--- config.mk ---
export PLATFORM = sky130hd
export DESIGN_NAME = pmbist_march_engine_flat
export DESIGN_NICKNAME = d
export VERILOG_FILES = /design/src/rtl/pmbist_march_engine_pkg.sv /design/src/rtl/pmbist_march_engine_if.sv /design/src/rtl/pmbist_addr_gen.sv /design/src/rtl/pmbist_march_engine.sv /design/src/flat_wrapper.sv
export SDC_FILE = /design/constraint.sdc
export NUM_CORES = 1
export LEC_CHECK = 0
export CORE_UTILIZATION = 30
export CTS_CLUSTER_SIZE = 12
export DETAILED_ROUTE_END_ITERATION = 10
export DONT_BUFFER_PORTS = 1
export SETUP_SLACK_MARGIN = 0.5
export SLEW_MARGIN = 20
export SYNTH_ARGS = -nofsm -noshare
export SYNTH_HDL_FRONTEND = slang
export SYNTH_HIERARCHICAL = 1
export SYNTH_SLANG_ARGS = --single-unit
export TNS_END_PERCENT = 30
--- constraint.sdc ---
create_clock -name clk -period 9.31 [get_ports clk]
set_clock_uncertainty 0.1 [all_clocks]
set_input_delay 1.862 -clock clk [delete_from_list [all_inputs] [get_ports clk]]
set_output_delay 1.862 -clock clk [all_outputs]
set_load 0.005 [all_outputs]
--- src/rtl/pmbist_march_engine_pkg.sv ---
// Shared defines for the PMBIST march engine: instruction word layout,
// field extract/build helpers, address-mode and FSM encodings.
package pmbist_march_engine_pkg;

    localparam int SCAN_WIDTH   = 22;

    localparam int IR_ADMD_LSB  = 0;
    localparam int IR_ADMD_W    = 2;
    localparam int IR_W_LSB     = 2;
    localparam int IR_DATA_LSB  = 3;
    localparam int IR_DATA_W    = 8;
    localparam int IR_NO_LSB    = 11;
    localparam int IR_NO_W      = 2;
    localparam int IR_POL_LSB   = 13;
    localparam int IR_POL_W     = 4;
    localparam int IR_OP_LSB    = 17;
    localparam int IR_OP_W      = 4;
    localparam int IR_UPDWN_LSB = 21;

    typedef logic [SCAN_WIDTH-1:0] ir_t;

    typedef enum logic [1:0] {
        ADMD_ALL  = 2'd0,
        ADMD_EVEN = 2'd1,
        ADMD_ODD  = 2'd2,
        ADMD_ZERO = 2'd3
    } admd_e;

    typedef enum logic [2:0] {
        ST_IDLE  = 3'd0,
        ST_RUN   = 3'd1,
        ST_PAUSE = 3'd2,
        ST_DRAIN = 3'd3,
        ST_DONE  = 3'd4
    } state_e;

    function automatic admd_e ir_admd(ir_t ir);
        return admd_e'(ir[IR_ADMD_LSB +: IR_ADMD_W]);
    endfunction

    function automatic logic ir_w(ir_t ir);
        return ir[IR_W_LSB];
    endfunction

    function automatic logic [IR_DATA_W-1:0] ir_data(ir_t ir);
        return ir[IR_DATA_LSB +: IR_DATA_W];
    endfunction

    function automatic logic [IR_NO_W-1:0] ir_no(ir_t ir);
        return ir[IR_NO_LSB +: IR_NO_W];
    endfunction

    function automatic logic [IR_POL_W-1:0] ir_pol(ir_t ir);
        return ir[IR_POL_LSB +: IR_POL_W];
    endfunction

    function automatic logic [IR_OP_W-1:0] ir_op(ir_t ir);
        return ir[IR_OP_LSB +: IR_OP_W];
    endfunction

    function automatic logic ir_updwn(ir_t ir);
        return ir[IR_UPDWN_LSB];
    endfunction

    function automatic ir_t ir_build(
        logic [IR_ADMD_W-1:0] admd,
        logic                 w,
        logic [IR_DATA_W-1:0] data,
        logic [IR_NO_W-1:0]   no,
        logic [IR_POL_W-1:0]  pol,
        logic [IR_OP_W-1:0]   op,
        logic                 updwn
    );
        ir_t r;
        r = '0;
        r[IR_ADMD_LSB +: IR_ADMD_W] = admd;
        r[IR_W_LSB]                 = w;
        r[IR_DATA_LSB +: IR_DATA_W] = data;
        r[IR_NO_LSB +: IR_NO_W]     = no;
        r[IR_POL_LSB +: IR_POL_W]   = pol;
        r[IR_OP_LSB +: IR_OP_W]     = op;
        r[IR_UPDWN_LSB]             = updwn;
        return r;
    endfunction

endpackage

--- src/rtl/pmbist_march_engine_if.sv ---
// Single-port memory bus between the march engine (master)
// and the memory under test (slave).
interface pmbist_march_engine_if #(
    parameter int AW = 4,
    parameter int DW = 8
);
    logic [AW-1:0] mem_addr;
    logic          mem_we;
    logic          mem_re;
    logic [DW-1:0] mem_wdata;
    logic [DW-1:0] mem_rdata;

    modport master (
        output mem_addr,
        output mem_we,
        output mem_re,
        output mem_wdata,
        input  mem_rdata
    );

    modport slave (
        input  mem_addr,
        input  mem_we,
        input  mem_re,
        input  mem_wdata,
        output mem_rdata
    );
endinterface

--- src/rtl/pmbist_addr_gen.sv ---
// March address generator: start/end/step per address mode and
// direction; termination is a compare against the end address.
module pmbist_addr_gen
    import pmbist_march_engine_pkg::*;
#(
    parameter int AW = 4
) (
    input  admd_e         admd,
    input  logic          updwn,
    input  logic [AW-1:0] addr,
    output logic [AW-1:0] start,
    output logic          last,
    output logic [AW-1:0] next
);
    logic [AW-1:0] lo;
    logic [AW-1:0] hi;
    logic [AW-1:0] step;
    logic [AW-1:0] stop;

    always_comb begin
        lo   = '0;
        hi   = '1;
        step = AW'(1);
        unique case (admd)
            ADMD_ALL: ;
            ADMD_EVEN: begin
                hi   = {{(AW-1){1'b1}}, 1'b0};
                step = AW'(2);
            end
            ADMD_ODD: begin
                lo   = AW'(1);
                step = AW'(2);
            end
            ADMD_ZERO: hi = '0;
        endcase
        start = updwn ? hi : lo;
        stop  = updwn ? lo : hi;
        last  = (addr == stop);
        next  = updwn ? addr - step : addr + step;
    end
endmodule

--- src/rtl/pmbist_march_engine.sv ---
// March-element engine: latches one IR on ts rise, walks the address
// space issuing the op group per address, reports sticky pass/fail.
module pmbist_march_engine
    import pmbist_march_engine_pkg::*;
#(
    parameter int AW = 4,
    parameter int DW = 8
) (
    input  logic                  clk,
    input  logic                  rst,
    input  logic [SCAN_WIDTH-1:0] scan,
    input  logic                  ts,
    pmbist_march_engine_if.master mif,
    output logic                  busy,
    output logic                  done,
    output logic                  passfail,
    output logic [AW-1:0]         fail_addr
);
    state_e        state_q, state_d;
    ir_t           ir_q, ir_d;
    logic [AW-1:0] addr_q, addr_d;
    logic [1:0]    op_q, op_d;
    logic          ts_q;
    logic          fail_q, fail_d;
    logic [AW-1:0] fail_addr_q, fail_addr_d;
    logic          cmp_vld_q, cmp_vld_d;
    logic [DW-1:0] cmp_exp_q, cmp_exp_d;
    logic [AW-1:0] cmp_addr_q, cmp_addr_d;

    ir_t           ir_sel;
    admd_e         sel_admd;
    logic          sel_updwn;
    logic [AW-1:0] start_addr;
    logic [AW-1:0] next_addr;
    logic          last_addr;
    logic [3:0]    ops;
    logic [3:0]    pols;
    logic          op_we;
    logic [DW-1:0] wdata;
    logic          we;
    logic          re;

    // In IDLE the start address must come from the word being loaded.
    always_comb begin
        ir_sel    = (state_q == ST_IDLE) ? scan : ir_q;
        sel_admd  = ir_admd(ir_sel);
        sel_updwn = ir_updwn(ir_sel);
        ops       = ir_op(ir_q);
        pols      = ir_pol(ir_q);
        op_we     = ops[op_q];
        wdata     = DW'(ir_data(ir_q)) ^ {DW{pols[op_q]}};
    end

    pmbist_addr_gen #(.AW(AW)) u_addr_gen (
        .admd  (sel_admd),
        .updwn (sel_updwn),
        .addr  (addr_q),
        .start (start_addr),
        .last  (last_addr),
        .next  (next_addr)
    );

    always_comb begin
        state_d     = state_q;
        ir_d        = ir_q;
        addr_d      = addr_q;
        op_d        = op_q;
        fail_d      = fail_q;
        fail_addr_d = fail_addr_q;
        cmp_vld_d   = 1'b0;
        cmp_exp_d   = cmp_exp_q;
        cmp_addr_d  = cmp_addr_q;
        we          = 1'b0;
        re          = 1'b0;

        if (cmp_vld_q && (mif.mem_rdata != cmp_exp_q) && !fail_q) begin
            fail_d      = 1'b1;
            fail_addr_d = cmp_addr_q;
        end

        unique case (state_q)
            ST_IDLE: begin
                if (ts && !ts_q) begin
                    ir_d        = scan;
                    addr_d      = start_addr;
                    op_d        = 2'd0;
                    fail_d      = 1'b0;
                    fail_addr_d = '0;
                    state_d     = ST_RUN;
                end
            end
            ST_RUN: begin
                we = op_we;
                re = !op_we;
                if (!op_we) begin
                    cmp_vld_d  = 1'b1;
                    cmp_exp_d  = wdata;
                    cmp_addr_d = addr_q;
                end
                if (op_q == ir_no(ir_q)) begin
                    op_d = 2'd0;
                    if (last_addr) begin
                        state_d = ST_DRAIN;
                    end else begin
                        addr_d = next_addr;
                        if (ir_w(ir_q)) state_d = ST_PAUSE;
                    end
                end else begin
                    op_d = op_q + 2'd1;
                end
            end
            ST_PAUSE: state_d = ST_RUN;
            ST_DRAIN: state_d = ST_DONE;
            ST_DONE: begin
                if (!ts) state_d = ST_IDLE;
            end
            default: state_d = ST_IDLE;
        endcase
    end

    always_ff @(posedge clk or negedge rst) begin
        if (!rst) begin
            state_q     <= ST_IDLE;
            ir_q        <= '0;
            addr_q      <= '0;
            op_q        <= '0;
            ts_q        <= 1'b0;
            fail_q      <= 1'b0;
            fail_addr_q <= '0;
            cmp_vld_q   <= 1'b0;
            cmp_exp_q   <= '0;
            cmp_addr_q  <= '0;
        end else begin
            state_q     <= state_d;
            ir_q        <= ir_d;
            addr_q      <= addr_d;
            op_q        <= op_d;
            ts_q        <= ts;
            fail_q      <= fail_d;
            fail_addr_q <= fail_addr_d;
            cmp_vld_q   <= cmp_vld_d;
            cmp_exp_q   <= cmp_exp_d;
            cmp_addr_q  <= cmp_addr_d;
        end
    end

    assign mif.mem_addr  = addr_q;
    assign mif.mem_we    = we;
    assign mif.mem_re    = re;
    assign mif.mem_wdata = (state_q == ST_RUN) ? wdata : '0;

    assign busy      = (state_q == ST_RUN) || (state_q == ST_PAUSE)
                    || (state_q == ST_DRAIN);
    assign done      = (state_q == ST_DONE);
    assign passfail  = done && !fail_q;
    assign fail_addr = fail_addr_q;
endmodule

--- src/flat_wrapper.sv ---
// flat-port wrapper written by rule: the top's interface ports become plain ports
module pmbist_march_engine_flat import pmbist_march_engine_pkg::*;
#(
    parameter int AW = 4,
    parameter int DW = 8
)
  (clk, rst, scan, ts, busy, done, passfail, fail_addr, mif_mem_addr, mif_mem_we, mif_mem_re, mif_mem_wdata, mif_mem_rdata);
  pmbist_march_engine_if #(.AW(AW), .DW(DW)) mif_i ();
  input  logic clk;
  input  logic rst;
  input  logic [SCAN_WIDTH-1:0] scan;
  input  logic ts;
  output logic busy;
  output logic done;
  output logic passfail;
  output logic [AW-1:0] fail_addr;
  output wire logic [$bits(mif_i.mem_addr)-1:0] mif_mem_addr;
  output wire logic [$bits(mif_i.mem_we)-1:0] mif_mem_we;
  output wire logic [$bits(mif_i.mem_re)-1:0] mif_mem_re;
  output wire logic [$bits(mif_i.mem_wdata)-1:0] mif_mem_wdata;
  input wire logic [$bits(mif_i.mem_rdata)-1:0] mif_mem_rdata;
  assign mif_mem_addr = mif_i.mem_addr;
  assign mif_mem_we = mif_i.mem_we;
  assign mif_mem_re = mif_i.mem_re;
  assign mif_mem_wdata = mif_i.mem_wdata;
  assign mif_i.mem_rdata = mif_mem_rdata;
  pmbist_march_engine #(.AW(AW), .DW(DW)) u_core (.clk(clk), .rst(rst), .scan(scan), .ts(ts), .mif(mif_i), .busy(busy), .done(done), .passfail(passfail), .fail_addr(fail_addr));
endmodule
==> metrics, run 1 <==
run status=complete, but fails checks; failing checks=DRC; Fillers=906; max-slew violations=0; area of the multi-input gates=1340 sq um; I/O Pins=between 50 and 60; Worst Tran Pin Value=552 ps; Placer Congestion=0.712; Final HPWL DP=~3700 um; Worst setup SP type=flop; CP Max Fanout=8; Cell Area, Synth=approximately 2800 sq um; placement row count=34; Comb power frac=55.5%; setup violators final=0; Root Driver=clkbuf_8; iteration count of the initial detailed-routing pass=7; Post-Place Cells=322; placed cell areas=between 2000 and 3000 sq um; Max clock buf depth=2; Final Cycle Share=approximately two fifths; hold_buf cts=0; Slew HR=a little over three fifths; core area=between 8000 and 9000 sq um; vias per cell=roughly 4.8; hold crit path type=flop to flop; Post-synth ARST share=100%; static leakage=1.26 nW; leading cell type in the layout, fill and taps excluded=dfrtp_1; Pint=0.000741 W; Critical Setup Path Class=flop to primary output; post-route ant nets=0; WHS=415 ps; CP endpoint kind=primary output; residual DRC count=6; first-pass GRT wire length=approximately 9000 um; Sw Share=approximately two fifths; commonest cells after routing, fill and taps aside=dfrtp_1 (50), mux2_4 (23), nor2_1 (21); Netlist cell types=between 40 and 50; die area=9610 sq um; Cell Chain, Critical Path=mux4_2 -> xnor2_1 -> nor2_1; syn avg cell area=12.0 sq um; fin crit period=roughly 3800 ps; cell taking the most area after synthesis=dfrtp_1; CTS tree=yes; Ys Warns=6; RSZ-0062 raised after global routing=no; Synth Net Count=between 200 and 300; Yosys reg bits=50; Iter 0 DRT Violations=between 50 and 60; Starting Density=between 30% and 40%; Yosys top cell area share=a little under half; Total Routing Usage GR=11.7%; number of setup buffers added after CTS=0; Hold Vio Cnt, Final=0; CTS Sinks=50; final std cells w/o fill=330; P_sw=approximately 0.0005 W; DRT Wirelength=slightly above 5000 um; final std cell area, no fill=between 2000 and 3000 sq um; layout cells sized above 1=a little under a quarter; CP bufs+invs=0; largest net degree at the start of global routing=roughly 50; Most used DFF post-synth=dfrtp_1; post-placement worst setup slack=about 5400 ps; Synth area leaders=dfrtp_1 (45%), mux2_4 (12%), mux2_2 (4.9%), xnor2_1 (4.1%), nor2_1 (2.8%); H-tree depth=2; Final WS setup=between 5000 and 6000 ps; Worst-Skew Late Latency=approximately 300 ps; setup TNS=0 ps; Worst IR Drop VDD=~0.19 mV; Register Area=1250 sq um; port bufs=0; Die W=98.1 um; cell family with most CP delay=multiplexers; DIE HEIGHT=98.1 um; post-synthesis sequential area ratio=approximately 45%; CP max stage delay=about 700 ps; area delta synth->final=2.80%; pwr dens=between 400 and 500 nW/um^2; clock share of power=between 10% and 20%; Critical Path AT=between 1500 and 2000 ps; EDFF count, synth=0; antenna violations before repair=0; Avg WL per Cell=about 16 um; WP data required=approximately 7400 ps; Syn Inst Count=230; clock slew at reported path FFs=around 90 ps; Reg power frac=34.3%; final net count=261; grt ovf=0; CTS Buf Count=5; Max Clock Freq=between 0.2 and 0.3 GHz; cts repair resizes=0; antenna cell count=0; DR vias=roughly 1.6k; vias in the first global route=approximately 1.7k; slowest CP cell=mux4_2; total of max-cap violations=0
per-layer routing:
metal | up-vias | routed length [um] | global-route usage (%)
li1 | 772 | - | -
met1 | 766 | 2480 | 16.2
met2 | 35 | 2370 | 18.4
met3 | 5 | 291 | 3.08
met4 | 0 | 42 | 2.80
met5 | - | 0 | 0
sequential cells by signal, indices dropped and copies added, names as in the netlist:
signal               flops
u_core/op_q              2
u_core/cmp_addr_q        4
u_core/state_q           3
u_core/cmp_vld_q         1
u_core/fail_q            1
u_core/ir_q             22
u_core/ts_q              1
u_core/cmp_exp_q         8
u_core/fail_addr         4
u_core/mif.mem_addr      4
stage by stage:
stage	util (%)	total power, W
3_3_place_gp	31.3	0.00110
4_1_cts	32.3	0.00125
3_5_place_dp	31.3	0.00112
5_1_grt	32.3	0.00135
6_report	32.3	0.00123
2_1_floorplan	-	0.00104
area by class of cell:
class | count | share of cell area [%]
Multi-Input combinational cell | 155 | 46.9
Sequential cell | 50 | 44.0
Tap cell | 108 | 4.75
Clock buffer | 6 | 2.55
Timing Repair Buffer | 1 | 0.264
Clock inverter | 2 | 0.484
Inverter | 8 | 1.06
logic make-up (layout without fill, tap and decap cells):
kind of cell	after synthesis	after routing	synth area share (%)
and+or+nand+nor	56	56	10.1
DFF	50	50	45.2
muxes	45	45	22.0
AOI/OAI and AO/OA	26	26	6.06
buffers and inverters	25	17	6.56
xor gates and xnor gates	21	21	6.65
adders and majority gates	7	7	3.44
final timing paths:
kind,startpoint,endpoint,slack (ps),cells past startpoint
setup reg to reg,u_core/state_q[2],u_core/mif.mem_addr[2],6160,9
hold / removal,u_core/ir_q[21],u_core/ir_q[21],410,1
max in group asynchronous,rst,u_core/fail_addr[0],7860,0
min in group asynchronous,rst,u_core/ir_q[15],1150,0
hold reg to reg,u_core/ir_q[21],u_core/ir_q[21],410,1
setup / recovery,u_core/op_q[0],mif_mem_wdata[2],5470,3
Yosys cell counts, types with 3 or more instances:
master    n
buf_2     5
mux2i_1   5
buf_6     5
mux2_2   12
xnor2_1  13
mux2_1    3
inv_1     8
ha_1      6
nand2_1  13
nor2_1   21
xor2_1    8
mux2_4   23
buf_4     3
dfrtp_1  50
nor2b_1   4
a21oi_1  13
power by group through the flow:
stage | Sequential, W | Clock [W] | Combinational, W
floorplan | 0.000386 | 0 | 0.000657
CTS | 0.000426 | 0.000132 | 0.000695
global route | 0.000443 | 0.000138 | 0.000766
finish | 0.000423 | 0.000125 | 0.000685
global placement | 0.000426 | 0 | 0.000675
detailed placement | 0.000430 | 0 | 0.000692
Power figures use the tool's default switching activity.
==> run 2: changes to the inputs <==
- clock period: 9.31 -> 3.3 ns (I/O delays scaled with it)
==> run 2 against run 1 <==
Compared with the run above:
- the run still ends with DRC left
- worst setup slack got worse by 5000 ps
- core utilization increased by 1.8 points
- via count increased by 1.3%
- flip-flop and latch count unchanged
- non-clock buffer count increased by 7
- count of clock-buffer cells in the layout unchanged
- die area unchanged
- sequential share of layout area decreased by 2.3 points
- wire length increased by 1.5%
- critical path depth increased by 9
- hold slack got worse by 320 ps
- sequential power increased to 2.8 times the previous value
- largest cell class unchanged
- highest routed layer unchanged
==> metrics, run 2 (synthesis results as in run 1) <==
cell family with most CP delay=multiplexers; Critical Setup Path Class=flop to flop; hold crit path type=input port to async pin; H-tree depth=2 (unchanged); first-pass GRT wire length=8640 um (-2.6%); area delta synth->final=8.68%; Worst IR Drop VDD=0.394 mV (+110%); CTS Buf Count=5 (unchanged); residual DRC count=5 (-1); pwr dens=1260 nW/um^2 (+190%); max reg flops=22 (unchanged); antenna cell count=0 (unchanged); vias in the first global route=1,673 (-0.89%); static leakage=1.33 nW (+5.5%); core area=8810 sq um (unchanged); Most common cell on crit path=mux2_4; Root Driver=clkbuf_8; final net count=268 (+2.7%); iteration count of the initial detailed-routing pass=7 (unchanged); Placer Congestion=0.709 (-0.44%); Final WS setup=484 ps (-4990 ps); Hold Vio Cnt, Final=0 (unchanged); WP data required=3400 ps (-3950 ps); clock slew at reported path FFs=100 ps (about the same); final std cell area, no fill=3010 sq um (+5.7%); grt ovf=0 (unchanged); routed wl met2=2430 um (+2.7%); Avg WL per Cell=15.6 um (-0.64%); leading cell type in the layout, fill and taps excluded=dfrtp_1; largest net degree at the start of global routing=51 (unchanged); DR vias=1,598 (+1.3%); fin crit period=about 2800 ps; slowest CP cell=dfrtp_2; I/O Pins=54 (unchanged); Total Routing Usage GR=11.5% (-0.22 points); CTS Sinks=50 (unchanged); DIE HEIGHT=98.1 um (unchanged); CP bufs+invs=2 (+2); post-placement worst setup slack=398 ps (-4960 ps); die area=9610 sq um (unchanged); Critical Path AT=2910 ps (+1030 ps); Detail Route met3 WL=326 um (+12%); Final Cycle Share=85.3%; CP Max Fanout=7 (-1); run status=complete, but fails checks; antenna violations before repair=0 (unchanged); max layer used=met4; vias per cell=4.74 (-0.84%); placed cell areas=2790 sq um (+1.2%); final core occ=34.2% (+1.8 points); setup violators final=0 (unchanged); Final HPWL DP=3770 um (+1.3%); Max Clock Freq=roughly 0.36 GHz; CP max stage delay=470 ps (-230 ps); Worst Tran Pin Value=570 ps (+18.3 ps); port bufs=0 (unchanged); max-slew violations=0 (unchanged); CTS tree=yes; Largest regs=u_core/ir_q x22, u_core/cmp_exp_q x8; layout cells sized above 1=31.9% (+8.5 points); Starting Density=31.4% (unchanged); failing checks=DRC; Max clock buf depth=2 (unchanged); Iter 0 DRT Violations=27 (-54%); Cell Chain, Critical Path=nor3_4 -> mux2_4 -> inv_2 -> ha_4 -> nand2_4 -> inv_1 -> ha_1 -> nand2_1 -> o21ai_2 -> xnor2_1 -> mux2_4 -> mux2_4; post-route ant nets=0 (unchanged); WHS=93.2 ps (-322 ps); RSZ-0062 raised after global routing=yes; Slew HR=62.0% (-1.3 points); total of max-cap violations=0 (unchanged); placement row count=34 (unchanged); commonest cells after routing, fill and taps aside=dfrtp_1 (47), mux2_4 (26), nor2_1 (21); Die W=98.1 um (unchanged); Worst-Skew Late Latency=300 ps (about the same); Worst setup SP type=flop; DRT met1 WL=2480 um (about the same); DRT Wirelength=5250 um (+1.5%); CP endpoint kind=flop; register with the most flip-flops=u_core/ir_q; setup TNS=0 ps (unchanged)
[run 2: timing repair]
item                       in CTS  in global routing
pin swaps                       1                  4
resized for setup               4                  7
hold buffers                    1                  0
hold endpoints to repair       50                  0
setup buffers                   3                  3
setup endpoints to repair       4                  5
[run 2: final timing paths]
path,startpoint,end,slack [ps],cells past startpoint
worst max-delay path,u_core/state_q[1],u_core/mif.mem_addr[3],480,12
worst min-delay path,rst,u_core/ir_q[9],90,1
worst max register to register,u_core/state_q[1],u_core/mif.mem_addr[3],480,12
worst min register to register,u_core/ir_q[15],u_core/ir_q[15],410,1
max in group asynchronous,rst,u_core/state_q[2],2770,1
min in group clk,ts,u_core/ts_q,280,0
[run 2: area by class of cell]
class,instances,area (sq um)
clock inverter,2,17.5
multi-input combinational,155,1410
tap,108,135
fill,875,5800
timing repair buffer,8,80.1
clock buffer,6,82.6
inverter,8,30.0
sequential,50,1250
[run 2: where the power goes]
| part | internal [W] | switching [W] |
|---|---|---|
| clock | 0.000173 | 0.000208 |
| sequential | 0.000924 | 0.000261 |
| combinational | 0.00118 | 0.00104 |
[run 2: worst register-to-register path, stage by stage, from the launching register on]
cell     delay, ps
dfrtp_2        470
nor3_4         280
mux2_4         350
inv_2           70
ha_4           220
nand2_4         80
inv_1           50
ha_1           270
nand2_1         60
o21ai_2        150
xnor2_1         80
mux2_4         270
mux2_4         260
[run 2: per-layer routing]
metal	global-route usage (%)	vias to the layer above
met1	15.0	790
met5	0	-
met4	2.21	0
met2	18.5	37
met3	4.15	2
li1	-	769
[run 2: through the flow]
stage | std cells | total power (W)
2_1_floorplan | 230 | 0.00300
3_3_place_gp | 322 | 0.00317
3_5_place_dp | 322 | 0.00324
4_1_cts | 334 | 0.00369
5_1_grt | 337 | 0.00411
6_report | 337 | 0.00378
